## src/rtl/mux_seg_display.sv

```systemverilog
// Time-multiplexed 7-segment driver: scans N_DIG digits from a per-frame snapshot,
// with leading-zero suppression, per-digit blink, optional hex glyphs and pin polarity.
module mux_seg_display #(
    parameter int N_DIG        = 4,
    parameter int SCAN_DIV     = 50000,
    parameter int BLINK_FRAMES = 64,
    parameter bit HEX_EN       = 1'b0,
    parameter bit SEG_ACT_LOW  = 1'b0,
    parameter bit DIG_ACT_LOW  = 1'b1
) (
    input  logic               CLK,
    input  logic               RST_N,
    input  logic [4*N_DIG-1:0] num,
    input  logic [N_DIG-1:0]   dp_in,
    input  logic               blank_en,
    input  logic [N_DIG-1:0]   blink_mask,
    output logic [6:0]         seg,
    output logic               dp,
    output logic [N_DIG-1:0]   an,
    output logic               frame_done
);

    localparam int SW = $clog2(SCAN_DIV);
    localparam int IW = $clog2(N_DIG);
    localparam int BW = (BLINK_FRAMES > 1) ? $clog2(BLINK_FRAMES) : 1;

    localparam logic [SW-1:0]    SCAN_LAST  = SW'(SCAN_DIV - 1);
    localparam logic [IW-1:0]    IDX_LAST   = IW'(N_DIG - 1);
    localparam logic [BW-1:0]    BLINK_LAST = BW'(BLINK_FRAMES - 1);
    localparam logic [6:0]       SEG_INV    = {7{SEG_ACT_LOW}};
    localparam logic [N_DIG-1:0] AN_INV     = {N_DIG{DIG_ACT_LOW}};

    logic [SW-1:0]      r_scan_cnt;
    logic [IW-1:0]      r_idx;
    logic [BW-1:0]      r_blink_cnt;
    logic               r_phase;
    logic               r_load_pend;
    logic [4*N_DIG-1:0] r_num_sh;
    logic [N_DIG-1:0]   r_dp_sh;
    logic               r_blank_sh;
    logic [N_DIG-1:0]   r_mask_sh;
    logic [6:0]         r_seg;
    logic               r_dp;
    logic [N_DIG-1:0]   r_an;
    logic               r_frame_done;

    logic               w_scan_tc;
    logic               w_frame_end;
    logic               w_load;
    logic [4*N_DIG-1:0] w_num;
    logic [N_DIG-1:0]   w_dp;
    logic               w_blank;
    logic [N_DIG-1:0]   w_mask;
    logic [N_DIG-1:0]   w_zero_from;
    logic [3:0]         w_code;
    logic               w_dp_bit;
    logic               w_blink_bit;
    logic               w_lead_blank;
    logic [N_DIG-1:0]   w_an_raw;
    logic [6:0]         w_seg_raw;
    logic               w_dp_raw;

    function automatic logic [6:0] f_glyph(input logic [3:0] code);
        logic [6:0] g;
        case (code)
            4'h0:    g = 7'b0111111;
            4'h1:    g = 7'b0000110;
            4'h2:    g = 7'b1011011;
            4'h3:    g = 7'b1001111;
            4'h4:    g = 7'b1100110;
            4'h5:    g = 7'b1101101;
            4'h6:    g = 7'b1111101;
            4'h7:    g = 7'b0000111;
            4'h8:    g = 7'b1111111;
            4'h9:    g = 7'b1101111;
            4'hA:    g = HEX_EN ? 7'b1110111 : 7'b0000000;
            4'hB:    g = HEX_EN ? 7'b1111100 : 7'b0000000;
            4'hC:    g = HEX_EN ? 7'b0111001 : 7'b0000000;
            4'hD:    g = HEX_EN ? 7'b1011110 : 7'b0000000;
            4'hE:    g = HEX_EN ? 7'b1111001 : 7'b0000000;
            default: g = HEX_EN ? 7'b1110001 : 7'b0000000;
        endcase
        return g;
    endfunction

    assign w_scan_tc   = (r_scan_cnt == SCAN_LAST);
    assign w_frame_end = w_scan_tc && (r_idx == IDX_LAST);
    assign w_load      = r_load_pend || w_frame_end;

    // While the first snapshot is pending the live inputs stand in for the shadow,
    // so the very first output cycle already shows the data being captured.
    assign w_num   = r_load_pend ? num        : r_num_sh;
    assign w_dp    = r_load_pend ? dp_in      : r_dp_sh;
    assign w_blank = r_load_pend ? blank_en   : r_blank_sh;
    assign w_mask  = r_load_pend ? blink_mask : r_mask_sh;

    always_comb begin
        w_zero_from = '0;
        w_zero_from[N_DIG-1] = (w_num[4*(N_DIG-1) +: 4] == 4'h0);
        for (int k = N_DIG - 2; k >= 0; k--) begin
            w_zero_from[k] = w_zero_from[k+1] && (w_num[4*k +: 4] == 4'h0);
        end
    end

    always_comb begin
        w_code       = 4'h0;
        w_dp_bit     = 1'b0;
        w_blink_bit  = 1'b0;
        w_lead_blank = 1'b0;
        w_an_raw     = '0;
        for (int k = 0; k < N_DIG; k++) begin
            if (r_idx == IW'(k)) begin
                w_code       = w_num[4*k +: 4];
                w_dp_bit     = w_dp[k];
                w_blink_bit  = w_mask[k];
                w_lead_blank = w_blank && (k != 0) && w_zero_from[k];
                w_an_raw[k]  = 1'b1;
            end
        end
    end

    always_comb begin
        w_seg_raw = w_lead_blank ? 7'b0000000 : f_glyph(w_code);
        w_dp_raw  = w_dp_bit;
        if (r_phase && w_blink_bit) begin
            w_seg_raw = 7'b0000000;
            w_dp_raw  = 1'b0;
        end
    end

    always_ff @(posedge CLK) begin
        if (!RST_N) begin
            r_scan_cnt   <= '0;
            r_idx        <= '0;
            r_blink_cnt  <= '0;
            r_phase      <= 1'b0;
            r_load_pend  <= 1'b1;
            r_num_sh     <= '0;
            r_dp_sh      <= '0;
            r_blank_sh   <= 1'b0;
            r_mask_sh    <= '0;
            r_seg        <= SEG_INV;
            r_dp         <= SEG_ACT_LOW;
            r_an         <= AN_INV;
            r_frame_done <= 1'b0;
        end else begin
            r_scan_cnt <= w_scan_tc ? '0 : r_scan_cnt + 1'b1;
            if (w_scan_tc) begin
                r_idx <= (r_idx == IDX_LAST) ? '0 : r_idx + 1'b1;
            end

            if (w_frame_end) begin
                if (r_blink_cnt == BLINK_LAST) begin
                    r_blink_cnt <= '0;
                    r_phase     <= ~r_phase;
                end else begin
                    r_blink_cnt <= r_blink_cnt + 1'b1;
                end
            end

            if (w_load) begin
                r_num_sh   <= num;
                r_dp_sh    <= dp_in;
                r_blank_sh <= blank_en;
                r_mask_sh  <= blink_mask;
            end
            r_load_pend <= 1'b0;

            r_seg        <= w_seg_raw ^ SEG_INV;
            r_dp         <= w_dp_raw ^ SEG_ACT_LOW;
            r_an         <= w_an_raw ^ AN_INV;
            // Start of digit 0 in every frame except the one right after reset.
            r_frame_done <= !r_load_pend && (r_idx == '0) && (r_scan_cnt == '0);
        end
    end

    assign seg        = r_seg;
    assign dp         = r_dp;
    assign an         = r_an;
    assign frame_done = r_frame_done;

endmodule

```

## config.mk

```make
export PLATFORM = sky130hd
export DESIGN_NAME = mux_seg_display
export DESIGN_NICKNAME = d
export VERILOG_FILES = /design/src/rtl/mux_seg_display.sv
export SDC_FILE = /design/constraint.sdc
export NUM_CORES = 1
export LEC_CHECK = 0
export BUFFER_PORTS_ARGS = -buffer_cell sky130_fd_sc_hd__buf_2
export CAP_MARGIN = 20
export CORE_AREA = 2 2 93 95
export DETAILED_ROUTE_END_ITERATION = 12
export DIE_AREA = 0 0 95 97
export GPL_TIMING_DRIVEN = 0
export PLACE_DENSITY = 0.6
export SLEW_MARGIN = 20
export SYNTH_ARGS = -nofsm -noshare
export SYNTH_HDL_FRONTEND = slang
export SYNTH_SLANG_ARGS = --single-unit
```

## constraint.sdc

```tcl
create_clock -name CLK -period 3 [get_ports CLK]
set_input_delay 0.6 -clock CLK [delete_from_list [all_inputs] [get_ports CLK]]
set_output_delay 0.6 -clock CLK [all_outputs]
set_load 0.02 [all_outputs]
```

* Yosys cells after proc, flatten, opt, wreduce, memory -nomap -nowiden *
Memories as Yosys holds them, arrays and structs flattened. A register that Yosys moved wholly into a read port is not among the register bits.
Index checks and enable logic that the tools add are counted.

storage, ports and cells
  register bits after elaboration = 57
  memory bits (read-only) = 112
  input bits = 27
  output and inout bits = 13
  word-level logic and storage cells = 70
  memories kept = 1

cells by class
  add/sub/neg operators = 3
  eq/ne operators = 5
  multiplexer cells = 26
  bitwise logic cells = 3
  reduce and logical (&&, ||, !) cells = 20

memories
  memory            depth  width  rd ports  clocked after Yosys merged registers in  write ports  RTL line  text
  (name not given)  16     7      1         1                                        0            65        case (code)

operators by type and width
  kind                     count
  $mux W4                  6
  $mux W1                  17
  $add A16 B1 Y16 const B  1
  $eq A16 B16 Y1 const B   1
  $logic_not A16 Y1        1
  $mux W16                 1
  $logic_not A4 Y1         3
  $logic_and A1 B1 Y1      9
  $add A6 B1 Y6 const B    1
  $eq A6 B6 Y1 const B     1
  $mux W6                  1
  $eq A2 B2 Y1 const B     2
  $not A4 Y4               1
  $reduce_or A2 Y1         2
  $reduce_or A3 Y1         1
  $add A2 B1 Y2 const B    1
  $eq A2 B1 Y1 const B     1
  $logic_not A2 Y1         1
  $mux W2                  1
  $not A1 Y1               2
  $reduce_and A2 Y1        1
  $logic_not A1 Y1         1
  $logic_or A1 B1 Y1       1

* Longest topological paths before layout *
Gate-level depths: netlist (run 1).

  depth in word-level cells = 9
  gate-level depth with buffers = 10
  gate-level depth less buffers = 10

* Worst setup path before layout (run 1) *
OpenSTA, ideal clock, no wires.

  path type = reg-to-reg
  from = register r_load_pend
  to = register r_seg[3] (netlist: seg[3])
  setup time = 0.077 ns
  arrival time = 2.312 ns
  required time = 2.923 ns
  setup slack = 0.612 ns
  cell stages (with the launch flop) = 11
  path buffers = 2
  clock period less this slack = 2.388 ns
  cells stage by stage = dfxtp_1 > clkbuf_1 > buf_2 > mux2_2 > a221oi_1 > a21oi_1 > nor2_1 > a21oi_1 > ha_1 > or3_1 > a31oi_1

between the ends
  cells in the longest elaborated chain, start to end = 9
  elaborated cells on any way between the ends = 24
  those cells by class = mux: 14; reduce/logical: 10

ends and longest elaborated chain
  element                                     RTL line  text
  start: declaration                          37        logic r_load_pend;
  start signal: assignment                    137       r_load_pend <= 1'b1;
  start signal: assignment                    167       r_load_pend <= 1'b0;
  $mux W16                                    92        assign w_num = r_load_pend ? num : r_num_sh;
  $logic_not A4 Y1, on equally long branches  99, 101
  $logic_and A1 B1 Y1 (2 in series)           101       w_zero_from[k] = w_zero_from[k+1] && (w_num[4*k +: 4] == 4'h0);
  $logic_and A1 B1 Y1                         116       w_lead_blank = w_blank && (k != 0) && w_zero_from[k];
  $mux W1 (3 in series)                       112       if (r_idx == IW'(k)) begin
  $reduce_or A3 Y1 (no line)                  n/a
  end: declaration                            42        logic [6:0] r_seg;

Several ways; a longest one is shown, not always the timed one.
A chain may end at the register's enable or synchronous reset.

* Worst setup path in the final report (run 1) *
Ends and elaborated chain as after synthesis.

==> impl_metrics.py, run 1 <==
metrics = {
    "place": {
        "port_buffers": 39,
        "detailed_placer_s_ending_hpwl_um": 5090,
        "placement_cell_area_mm2": 0.00352,
        "gp_congestion": 0.785,
        "post-place-cells": 485,
    },
    "sta": {
        "finalSetupTns_ns": 0,
        "timing_hold_violations_final": 0,
        "final.min_clock_period_ns": 2.75,
        "setup-violations-final": 0,
        "max_slew_margin_pct": 38.1,
        "fin_worst_hold_slack_ns": 0.474,
        "finClkSkew_ns": 0.00650,
        "achievable-frequency_mhz": 364,
        "timing.final.max_slew_violations": 0,
        "period_utilisation_layout_pct": 91.7,
        "grt_setup_unrepaired": "no",
        "slew_at_the_pin_closest_to_its_max_slew_limit_ns": 0.913,
    },
    "floorplan": {
        "core_area_mm2": 0.00813,
        "core.rowCount": 33,
        "die_outline_area_mm2": 0.00922,
        "top_level_ports": 40,
        "die-height_um": 97,
        "initial_core_util_pct": 39.3,
        "die_width_um": 95,
    },
    "grt": {
        "maximum_number_of_pins_on_one_net_before_global_route_repair": 13,
        "wire_length_of_the_first_global_routing_pass_um": 11500,
        "grt_use_met2_pct": 25.5,
        "globalRoute.busiestLayer": "met2",
        "grt_use_total_pct": 15.9,
        "global_route.overflow_total": 0,
        "via_count_of_the_first_global_routing_pass": 2450,
        "antenna_found_initial": 0,
        "grt.met1_usage_pct": 19.7,
        "global_route.usage.met3_pct": 4.83,
    },
    "clock_network": {
        "cts-resized-gates": 0,
        "h-tree-depth": 3,
        "inserted_clock_buffers": 9,
        "worstSkewPairLatency_ns": 0.34,
        "clock-sinks": 64,
        "cts-root-buf": "sky130_fd_sc_hd__clkbuf_8",
        "cts_tree": "done",
        "cts_max_path_buffers": 2,
        "cts-hold-fix-buffers": 0,
        "clkTransAtPathRegs_ns": 0.08,
        "post-cts-setup-buffers": 0,
    },
    "synth": {
        "yosys-top-cells-count": "64 x sky130_fd_sc_hd__dfxtp_1, 57 x sky130_fd_sc_hd__nor2_1, 41 x sky130_fd_sc_hd__mux2i_1",
        "synth-warning-count": 0,
        "yosys_register_bits": 64,
        "syn-cell-area_mm2": 0.00320,
        "syn-mean-instance-area_um2": 9.38,
        "ys_dominant_reg_cell": "sky130_fd_sc_hd__dfxtp_1",
        "area_share_of_the_leading_cell_type_in_the_synthesized_netlist_pct": 40.1,
        "synth_area_leaders": "sky130_fd_sc_hd__dfxtp_1 40%, sky130_fd_sc_hd__mux2i_1 13%, sky130_fd_sc_hd__nor2_1 6.7%",
        "synthDistinctLibCells": 57,
        "synth-edff-count": 0,
        "synth_largest_area_cell": "sky130_fd_sc_hd__dfxtp_1",
        "postSynthCellCount": 341,
        "synth_seq_area_share_pct": 40.1,
        "synth.most_common_cell": "sky130_fd_sc_hd__dfxtp_1",
        "async_reset_ff_share_pct": 0,
        "mappedNetlistNets": 381,
    },
    "drt": {
        "antenna_left": 0,
        "drt-pass1-iter-count": 4,
        "drt-wirelength-per-cell_um": 14.1,
        "vias": 2618,
        "routed_wirelength_um": 7070,
        "vias_per_cell": 5.23,
        "drc": 0,
        "initialDrtViolationCount": 91,
    },
    "layout": {
        "regArea_mm2": 0.00128,
        "final_area_mm2": 0.00375,
        "drive_gt1_share_pct": 21.0,
        "multiInputGateArea_mm2": 0.00179,
        "area_delta_synth_final_pct": 17.4,
        "fin_cells": 501,
        "filler_cell_count": 788,
        "layout.nets": 431,
        "antenna_cells_inserted": 0,
    },
    "critical_path": {
        "worst_path_max_delay_cell": "sky130_fd_sc_hd__or3_1",
        "crit_arrival_ns": 3.02,
        "cp_data_required_time_ns": 3.27,
        "worstSetupEndpointType": "flip-flop",
        "path_common_cell": "sky130_fd_sc_hd__a21oi_1",
        "timing.critical_path.cells": "clkbuf_1 > clkbuf_4 > mux2_2 > a221oi_2 > a21oi_1 > nor2_1 > a21oi_1 > ha_1 > or3_1 > a31oi_1",
        "critPathKind": "reg2reg",
        "start_kind": "flip-flop",
        "max_stage_delay_ns": 0.38,
        "critical_path.max_fanout": 10,
    },
    "min_path": {
        "hold_class": "reg2reg",
    },
    "status": {
        "run_status": "completed",
    },
    "power": {
        "total_power_mw": 1.95,
        "worst_ir_drop_vdd_v": 0.000198,
        "p_leak_nw": 1.59,
        "p_per_area_mw_per_mm2": 520,
    },
    "flow_run": {
        "timing.max_cap.violations": 0,
    },
}
[per-stage QoR]
stage | utilization (%) | setup WS [ns]
floorplan | - | 0.612
finish | 46.1 | 0.249
CTS | 46.0 | 0.108
detailed placement | 43.3 | 0.177
global route | 46.1 | 0.0803
global placement | 43.3 | 0.201
[worst max-delay path: cells and delay by family, from the launching register on]
kind,cells,cell delay [ns]
and+or+nand+nor,2,0.54
muxes,1,0.36
buffers and inverters,2,0.50
DFF,1,0.31
AOI/OAI and AO/OA,4,0.66
adders and majority gates,1,0.32
[per-layer routing]
metal / up-vias / wire (µm)
li1: 1314 / -
met2: 45 / 3200
met4: 0 / 178
met5: - / 0
met1: 1247 / 3430
met3: 12 / 259
[logic make-up after synthesis]
family          synth area share [%]
simple gates                    20.1
flops                           40.1
mux                             16.7
compound gates                  9.66
buf+inv                         4.30
xor+xnor                        4.11
fa+ha+maj                       5.09
[path summary, 6_finish.rpt]
kind | end | slack, ns | from | cells past startpoint
max | seg[3] | 0.25 | r_load_pend | 10
min | r_blink_cnt[5] | 0.47 | r_blink_cnt[5] | 2
max reg2reg | seg[3] | 0.25 | r_load_pend | 10
min reg2reg | r_blink_cnt[5] | 0.47 | r_blink_cnt[5] | 2
[power breakdown]
group          leakage (nW)  switching, mW  internal (mW)
logic                 0.950          0.123         0.0989
clock network         0.113          0.354          0.469
registers             0.525         0.0194          0.886
total                  1.59          0.496           1.45
[area by class of cell]
cell class	instances	share of cell area, %
multi-input combinational	251	47.6
sequential	64	34.1
timing repair buffer	39	5.20
tap	105	3.50
clock buffer	9	3.30
buffer	15	2.63
clock inverter	7	2.57
inverter	11	1.10
[registers in the layout, summed over array words and instances, names as in the netlist, 2 cells and up]
name and cells:
r_scan_cnt 16, r_idx 2, r_num_sh 16, seg 7, r_blink_cnt 6, r_mask_sh 4
an 4, r_dp_sh 4
[placed cells by master (no fill, tap or decap), drive strengths merged, types with 2 or more instances in the layout]
| cell | netlist | routed |
|---|---|---|
| dfxtp | 64 | 64 |
| nor2 | 57 | 57 |
| buf | 7 | 45 |
| mux2i | 41 | 41 |
| clkbuf | 8 | 18 |
| nand2 | 16 | 16 |
| nand3 | 14 | 14 |
| ha | 13 | 13 |
| inv | 11 | 11 |
| mux2 | 11 | 11 |
| xnor2 | 11 | 11 |
| a21oi | 10 | 10 |
| o21ai | 7 | 7 |
| or3 | 6 | 6 |
| nor4 | 6 | 6 |
| and3 | 6 | 6 |
| nor3 | 5 | 5 |
| clkinv | 0 | 5 |
| nand4 | 4 | 4 |
| xor2 | 4 | 4 |
| a31oi | 4 | 4 |
| nand2b | 3 | 3 |
| o211ai | 3 | 3 |
| o31a | 2 | 2 |
| a211oi | 2 | 2 |
| o22ai | 2 | 2 |
| bufinv | 0 | 2 |
| a221oi | 2 | 2 |
| and2 | 2 | 2 |
| or4 | 2 | 2 |
| or3b | 2 | 2 |
(Power assumes the default switching activity.)
==> inputs of run 2 (changes only) <==
--- a/config.mk
+++ b/config.mk
@@ -5,11 +5,12 @@
 export SDC_FILE = /design/constraint.sdc
 export NUM_CORES = 1
 export LEC_CHECK = 0
+export ABC_AREA = 1
 export BUFFER_PORTS_ARGS = -buffer_cell sky130_fd_sc_hd__buf_2
 export CAP_MARGIN = 20
-export CORE_AREA = 2 2 93 95
+export CORE_AREA = 2 2 96 98
 export DETAILED_ROUTE_END_ITERATION = 12
-export DIE_AREA = 0 0 95 97
+export DIE_AREA = 0 0 98 100
 export GPL_TIMING_DRIVEN = 0
 export PLACE_DENSITY = 0.6
 export SLEW_MARGIN = 20
==> impl_metrics.py, run 2 <==
metrics = {
    "layout": {
        "filler_cell_count": 936,
        "regArea_mm2": 0.00128,
        "drive_gt1_share_pct": 19.2,
        "multiInputGateArea_mm2": 0.00177,
        "area_delta_synth_final_pct": 15.8,
        "mostFrequentLayoutCells": "95 x sky130_fd_sc_hd__nand2_1, 64 x sky130_fd_sc_hd__dfxtp_1, 56 x sky130_fd_sc_hd__nor2_1, 55 x sky130_fd_sc_hd__inv_1, 44 x sky130_fd_sc_hd__buf_2",
        "fin_cells": 647,
        "layout_commonest_cell": "sky130_fd_sc_hd__nand2_1",
        "antenna_cells_inserted": 0,
        "layout.nets": 571,
    },
    "sta": {
        "timing_hold_violations_final": 0,
        "max_slew_margin_pct": 67.0,
        "timing.final.max_slew_violations": 0,
        "period_utilisation_layout_pct": 84.1,
        "layout_setup_ws_ns": 0.477,
        "finClkSkew_ns": 0.0133,
        "final.min_clock_period_ns": 2.52,
        "slew_at_the_pin_closest_to_its_max_slew_limit_ns": 0.490,
        "grt_setup_unrepaired": "no",
        "achievable-frequency_mhz": 396,
        "setup-violations-final": 0,
        "finalSetupTns_ns": 0,
    },
    "floorplan": {
        "die_width_um": 98,
        "top_level_ports": 40,
        "die_outline_area_mm2": 0.00980,
        "core.rowCount": 35,
        "core_area_mm2": 0.00889,
        "initial_core_util_pct": 38.5,
        "die-height_um": 100,
    },
    "grt": {
        "wire_length_of_the_first_global_routing_pass_um": 14300,
        "maximum_number_of_pins_on_one_net_before_global_route_repair": 13,
        "via_count_of_the_first_global_routing_pass": 3128,
        "global_route.overflow_total": 0,
        "grt_use_total_pct": 18.2,
        "antenna_found_initial": 0,
    },
    "min_path": {
        "min_from": "r_num_sh[2]",
        "min_to": "r_num_sh[2]",
        "hold_depth": 2,
        "hold_class": "reg2reg",
    },
    "clock_network": {
        "inserted_clock_buffers": 9,
        "worstSkewPairLatency_ns": 0.35,
        "clkTransAtPathRegs_ns": 0.08,
        "h-tree-depth": 3,
        "cts_max_path_buffers": 2,
        "cts-hold-fix-buffers": 0,
        "cts-root-buf": "sky130_fd_sc_hd__clkbuf_8",
        "clock-sinks": 64,
        "cts_tree": "done",
        "cts-resized-gates": 0,
        "post-cts-setup-buffers": 0,
    },
    "critical_path": {
        "critical_path.max_fanout": 9,
        "worstSetupEndpointType": "flip-flop",
        "critPathKind": "reg2reg",
        "cp_data_required_time_ns": 3.24,
        "critical_path.reg2reg.endpoint": "seg[5]",
        "start_kind": "flip-flop",
        "reg2regPathDepth": 12,
        "reg2reg_slack_ns": 0.48,
        "critical_path.reg2reg.startpoint": "r_idx[0]",
        "crit_arrival_ns": 2.76,
    },
    "drt": {
        "initialDrtViolationCount": 118,
        "vias_per_cell": 4.94,
        "drc": 0,
        "routed_wirelength_um": 8460,
        "drt-wirelength-per-cell_um": 13.1,
        "antenna_left": 0,
        "vias": 3197,
        "drt-pass1-iter-count": 5,
    },
    "place": {
        "port_buffers": 39,
        "gp_congestion": 0.855,
        "detailed_placer_s_ending_hpwl_um": 6240,
        "dpl_worst_slack_ns": 0.560,
        "post-place-cells": 631,
    },
    "synth": {
        "synth_seq_area_share_pct": 37.5,
        "area_share_of_the_leading_cell_type_in_the_synthesized_netlist_pct": 37.5,
        "mappedNetlistNets": 521,
        "yosys_register_bits": 64,
        "synth.most_common_cell": "sky130_fd_sc_hd__nand2_1",
        "synth_area_leaders": "sky130_fd_sc_hd__dfxtp_1 37%, sky130_fd_sc_hd__nand2_1 10%, sky130_fd_sc_hd__nor2_1 6.1%",
        "syn-cell-area_mm2": 0.00342,
        "synthDistinctLibCells": 41,
        "syn-mean-instance-area_um2": 7.11,
        "synth-edff-count": 0,
        "synth-warning-count": 0,
        "synth_largest_area_cell": "sky130_fd_sc_hd__dfxtp_1",
        "ys_dominant_reg_cell": "sky130_fd_sc_hd__dfxtp_1",
        "postSynthCellCount": 481,
        "yosys-top-cells-count": "95 x sky130_fd_sc_hd__nand2_1, 64 x sky130_fd_sc_hd__dfxtp_1, 56 x sky130_fd_sc_hd__nor2_1",
        "async_reset_ff_share_pct": 0,
    },
    "power": {
        "p_leak_nw": 1.78,
        "p_per_area_mw_per_mm2": 484,
        "total_power_mw": 1.92,
        "worst_ir_drop_vdd_v": 0.000205,
    },
    "flow_run": {
        "timing.max_cap.violations": 0,
    },
    "status": {
        "run_status": "completed",
    },
}
==> run 2: cell types whose count changed after synthesis, sizes merged, moves of 7 or more <==
cell / previous run / this run
o21ai: 7 / 38
nand4: 4 / 12
nand2: 16 / 103
xnor2: 11 / 2
inv: 11 / 61
or2: 0 / 7
a21oi: 10 / 41
mux2i: 41 / 0
mux2: 11 / 0
nand3: 14 / 37
==> run 2: logic make-up after synthesis <==
family | synth area share (%)
flops | 37.5
compound gates | 14.5
simple gates | 30.9
xor+xnor | 1.54
fa+ha+maj | 4.76
buf+inv | 10.9
==> run 2: worst max path at each step <==
stage,startpoint,to,slack [ns],cells past startpoint
after floorplan,r_idx[0],seg[5],1.02,12
after global placement,r_idx[0],seg[5],0.58,12
after detailed placement,r_idx[0],seg[5],0.56,12
after CTS,r_idx[0],seg[5],0.52,12
after global routing,r_idx[0],seg[0],0.20,13
final,r_idx[0],seg[5],0.48,12
==> run 2: layout make-up <==
| class | count | area share [%] |
|---|---|---|
| clock buffers | 10 | 3.48 |
| repair buffers | 39 | 4.93 |
| clock inverters | 6 | 1.74 |
| plain buffers | 17 | 3.29 |
| inverters | 64 | 6.10 |
| well taps | 111 | 3.51 |
| flip-flops and latches | 64 | 32.4 |
| multi-input cells | 336 | 44.6 |
==> run 2: power by group <==
part           internal [mW]  leakage [nW]  switching (mW)
sequential             0.888         0.526          0.0156
clock                  0.409         0.102           0.363
combinational         0.0901          1.15           0.150
==> run 2: per-layer routing <==
metal  up-vias  global-route usage, %  part of all wire, %
met1      1444                   21.6                   45
met3        25                   3.83                  5.6
met2        79                   31.6                   47
met4         0                   8.76                  2.6
li1       1649                      -                    -
met5         -                      0                    0
==> run 2: metrics by stage <==
step	utilization [%]	hold slack, ns	area [µm²]
2_1_floorplan	-	0.430	3420
3_3_place_gp	42.2	0.443	3750
3_5_place_dp	42.2	0.452	3750
4_1_cts	44.5	0.464	3960
5_1_grt	44.5	0.487	3960
6_report	44.5	0.459	3960
==> run 2: critical path, cell delays in order (launching register included) <==
cell and delay [ns]:
sky130_fd_sc_hd__dfxtp_1 0.35, sky130_fd_sc_hd__inv_1 0.12, sky130_fd_sc_hd__ha_1 0.33, sky130_fd_sc_hd__clkinv_1 0.36, sky130_fd_sc_hd__nor2_1 0.18, sky130_fd_sc_hd__nor2_1 0.05
sky130_fd_sc_hd__a22oi_1 0.33, sky130_fd_sc_hd__inv_1 0.17, sky130_fd_sc_hd__ha_1 0.23, sky130_fd_sc_hd__nand3_1 0.11, sky130_fd_sc_hd__nand2_1 0.06, sky130_fd_sc_hd__nand2_1 0.06
sky130_fd_sc_hd__a21oi_1 0.05
==> inputs of run 3 (changes only) <==
==> constraint.sdc (replaced) <==
create_clock -name CLK -period 2.6 [get_ports CLK]
set_input_delay 0.52 -clock CLK [delete_from_list [all_inputs] [get_ports CLK]]
set_output_delay 0.52 -clock CLK [all_outputs]
set_load 0.02 [all_outputs]
==> impl_metrics.py, run 3 (synthesis results as in run 2) <==
metrics = {
    "sta": {
        "slew_at_the_pin_closest_to_its_max_slew_limit_ns": 0.494,
        "grt_setup_unrepaired": "no",
        "finClkSkew_ns": 0.0140,
        "achievable-frequency_mhz": 433,
        "fin_worst_hold_slack_ns": 0.408,
        "timing_hold_violations_final": 0,
        "final.min_clock_period_ns": 2.31,
        "layout_setup_ws_ns": 0.290,
        "timing.final.max_slew_violations": 0,
        "finalSetupTns_ns": 0,
        "setup-violations-final": 0,
        "period_utilisation_layout_pct": 88.8,
        "max_slew_margin_pct": 66.8,
    },
    "critical_path": {
        "path_common_cell": "sky130_fd_sc_hd__nand2_1",
        "start_kind": "flip-flop",
        "timing.critical_path.cells": "inv_1 > ha_1 > buf_2 > nand3_1 > nand2_1 > o21bai_1 > a22oi_1 > inv_1 > ha_1 > nand3_1 > nand2_1 > nand2_1 > a21oi_1",
        "critical_path.max_fanout": 9,
        "cp_data_required_time_ns": 2.84,
        "reg2regPathDepth": 13,
        "reg2reg_slack_ns": 0.29,
        "worst_setup_path_startpoint": "r_idx[1]",
        "max_stage_delay_ns": 0.37,
        "critPathKind": "reg2reg",
        "worst_path_max_delay_cell": "sky130_fd_sc_hd__dfxtp_1",
        "worstSetupEndpointType": "flip-flop",
        "critical_path.reg2reg.endpoint": "seg[5]",
        "critical_path.reg2reg.startpoint": "r_idx[1]",
        "crit_arrival_ns": 2.55,
    },
    "drt": {
        "drt-wirelength-per-cell_um": 13.1,
        "vias_per_cell": 4.93,
        "drt-pass1-iter-count": 5,
        "routed_wirelength_um": 8480,
        "drc": 0,
        "vias": 3202,
        "antenna_left": 0,
        "initialDrtViolationCount": 129,
    },
    "grt": {
        "maximum_number_of_pins_on_one_net_before_global_route_repair": 13,
        "global_route.overflow_total": 0,
        "grt_use_total_pct": 18.2,
        "via_count_of_the_first_global_routing_pass": 3128,
        "antenna_found_initial": 0,
        "wire_length_of_the_first_global_routing_pass_um": 14300,
    },
    "place": {
        "dpl_worst_slack_ns": 0.160,
        "detailed_placer_s_ending_hpwl_um": 6240,
        "port_buffers": 39,
        "gp_congestion": 0.855,
    },
    "clock_network": {
        "worstSkewPairLatency_ns": 0.35,
        "cts_max_path_buffers": 2,
        "cts-root-buf": "sky130_fd_sc_hd__clkbuf_8",
        "h-tree-depth": 3,
        "cts-hold-fix-buffers": 0,
        "inserted_clock_buffers": 9,
        "clkTransAtPathRegs_ns": 0.08,
        "clock-sinks": 64,
        "cts_tree": "done",
    },
    "layout": {
        "antenna_cells_inserted": 0,
        "drive_gt1_share_pct": 19.9,
        "layout.nets": 573,
        "area_delta_synth_final_pct": 16.4,
        "mostFrequentLayoutCells": "95 x sky130_fd_sc_hd__nand2_1, 64 x sky130_fd_sc_hd__dfxtp_1, 56 x sky130_fd_sc_hd__nor2_1, 55 x sky130_fd_sc_hd__inv_1, 44 x sky130_fd_sc_hd__buf_2",
        "layout_commonest_cell": "sky130_fd_sc_hd__nand2_1",
        "final_util_pct": 44.8,
    },
    "power": {
        "power_switching_share_pct": 27.7,
        "p_clk_share_pct": 40.4,
        "p_sw_mw": 0.613,
        "comb_power_share_pct": 12.5,
        "sequentialPowerShare_pct": 47.1,
        "p_per_area_mw_per_mm2": 556,
        "p_int_mw": 1.60,
        "worst_ir_drop_vdd_v": 0.000237,
        "p_leak_nw": 1.79,
    },
    "status": {
        "run_status": "completed",
    },
    "floorplan": {
        "core_area_mm2": 0.00889,
        "top_level_ports": 40,
        "die_width_um": 98,
        "die_outline_area_mm2": 0.00980,
        "die-height_um": 100,
        "initial_core_util_pct": 38.5,
        "core.rowCount": 35,
    },
    "min_path": {
        "hold_depth": 3,
        "hold_class": "in2reg",
        "min_to": "r_mask_sh[1]",
        "min_from": "blink_mask[1]",
    },
    "flow_run": {
        "timing.max_cap.violations": 0,
    },
}
==> run 3: cell types whose count changed in the layout (fill, tap and decap cells not counted) <==
cell and delta:
sky130_fd_sc_hd__ha_1 -1, sky130_fd_sc_hd__ha_2 +1, sky130_fd_sc_hd__buf_4 +2, sky130_fd_sc_hd__clkinvlp_4 +1, sky130_fd_sc_hd__clkinv_1 -1
==> run 3: worst max-delay path: cells and delay by family (launching register included) <==
| kind | cells | cell delay (ns) |
|---|---|---|
| adder cells (fa/ha/maj) | 2 | 0.40 |
| AND/OR/NAND/NOR | 5 | 0.42 |
| flip-flops | 1 | 0.37 |
| buffers and inverters | 3 | 0.44 |
| AO/OA/AOI/OAI | 3 | 0.55 |
==> run 3: how the worst max path moves through the flow <==
| stage | to | cells past startpoint |
|---|---|---|
| floorplan | seg[5] | 12 |
| finish | seg[5] | 13 |
| global placement | seg[5] | 12 |
| CTS | seg[5] | 12 |
| global route | seg[0] | 14 |
| detailed placement | seg[5] | 12 |
==> run 3: metrics by stage <==
step	instance area [µm²]	power, mW	std cells
CTS	3960	2.23	647
detailed placement	3750	1.34	631
global route	3980	2.31	649
finish	3980	2.21	649
floorplan	3420	1.25	481
global placement	3750	1.34	631
==> run 3: timing repair <==
action / 4_1_cts / 5_1_grt
gates resized for setup: 0 / 2
buffers inserted: 0 / 2
setup endpoints to repair: 0 / 5
==> run 3: routing by layer <==
layer	GRT usage, %	up-vias	wire length [µm]
met1	21.6	1435	3750
met4	8.76	0	208
met3	3.83	24	491
met5	0	-	0
met2	31.6	88	4030
li1	-	1655	-
==> run 3: power groups by stage <==
stage,registers [mW],clock network (mW),logic [mW]
2_1_floorplan,1.08,0,0.174
3_3_place_gp,1.06,0,0.274
3_5_place_dp,1.06,0,0.276
4_1_cts,1.04,0.910,0.279
5_1_grt,1.05,0.953,0.314
6_report,1.04,0.894,0.277
==> run 3: final cells by class <==
| class | count | area [µm²] |
|---|---|---|
| Fill cell | 934 | 4910 |
| Multi-Input combinational cell | 336 | 1770 |
| Sequential cell | 64 | 1280 |
| Inverter | 64 | 245 |
| Timing Repair Buffer | 41 | 210 |
| Tap cell | 111 | 139 |
| Clock buffer | 10 | 138 |
| Buffer | 17 | 130 |
| Clock inverter | 6 | 68.8 |
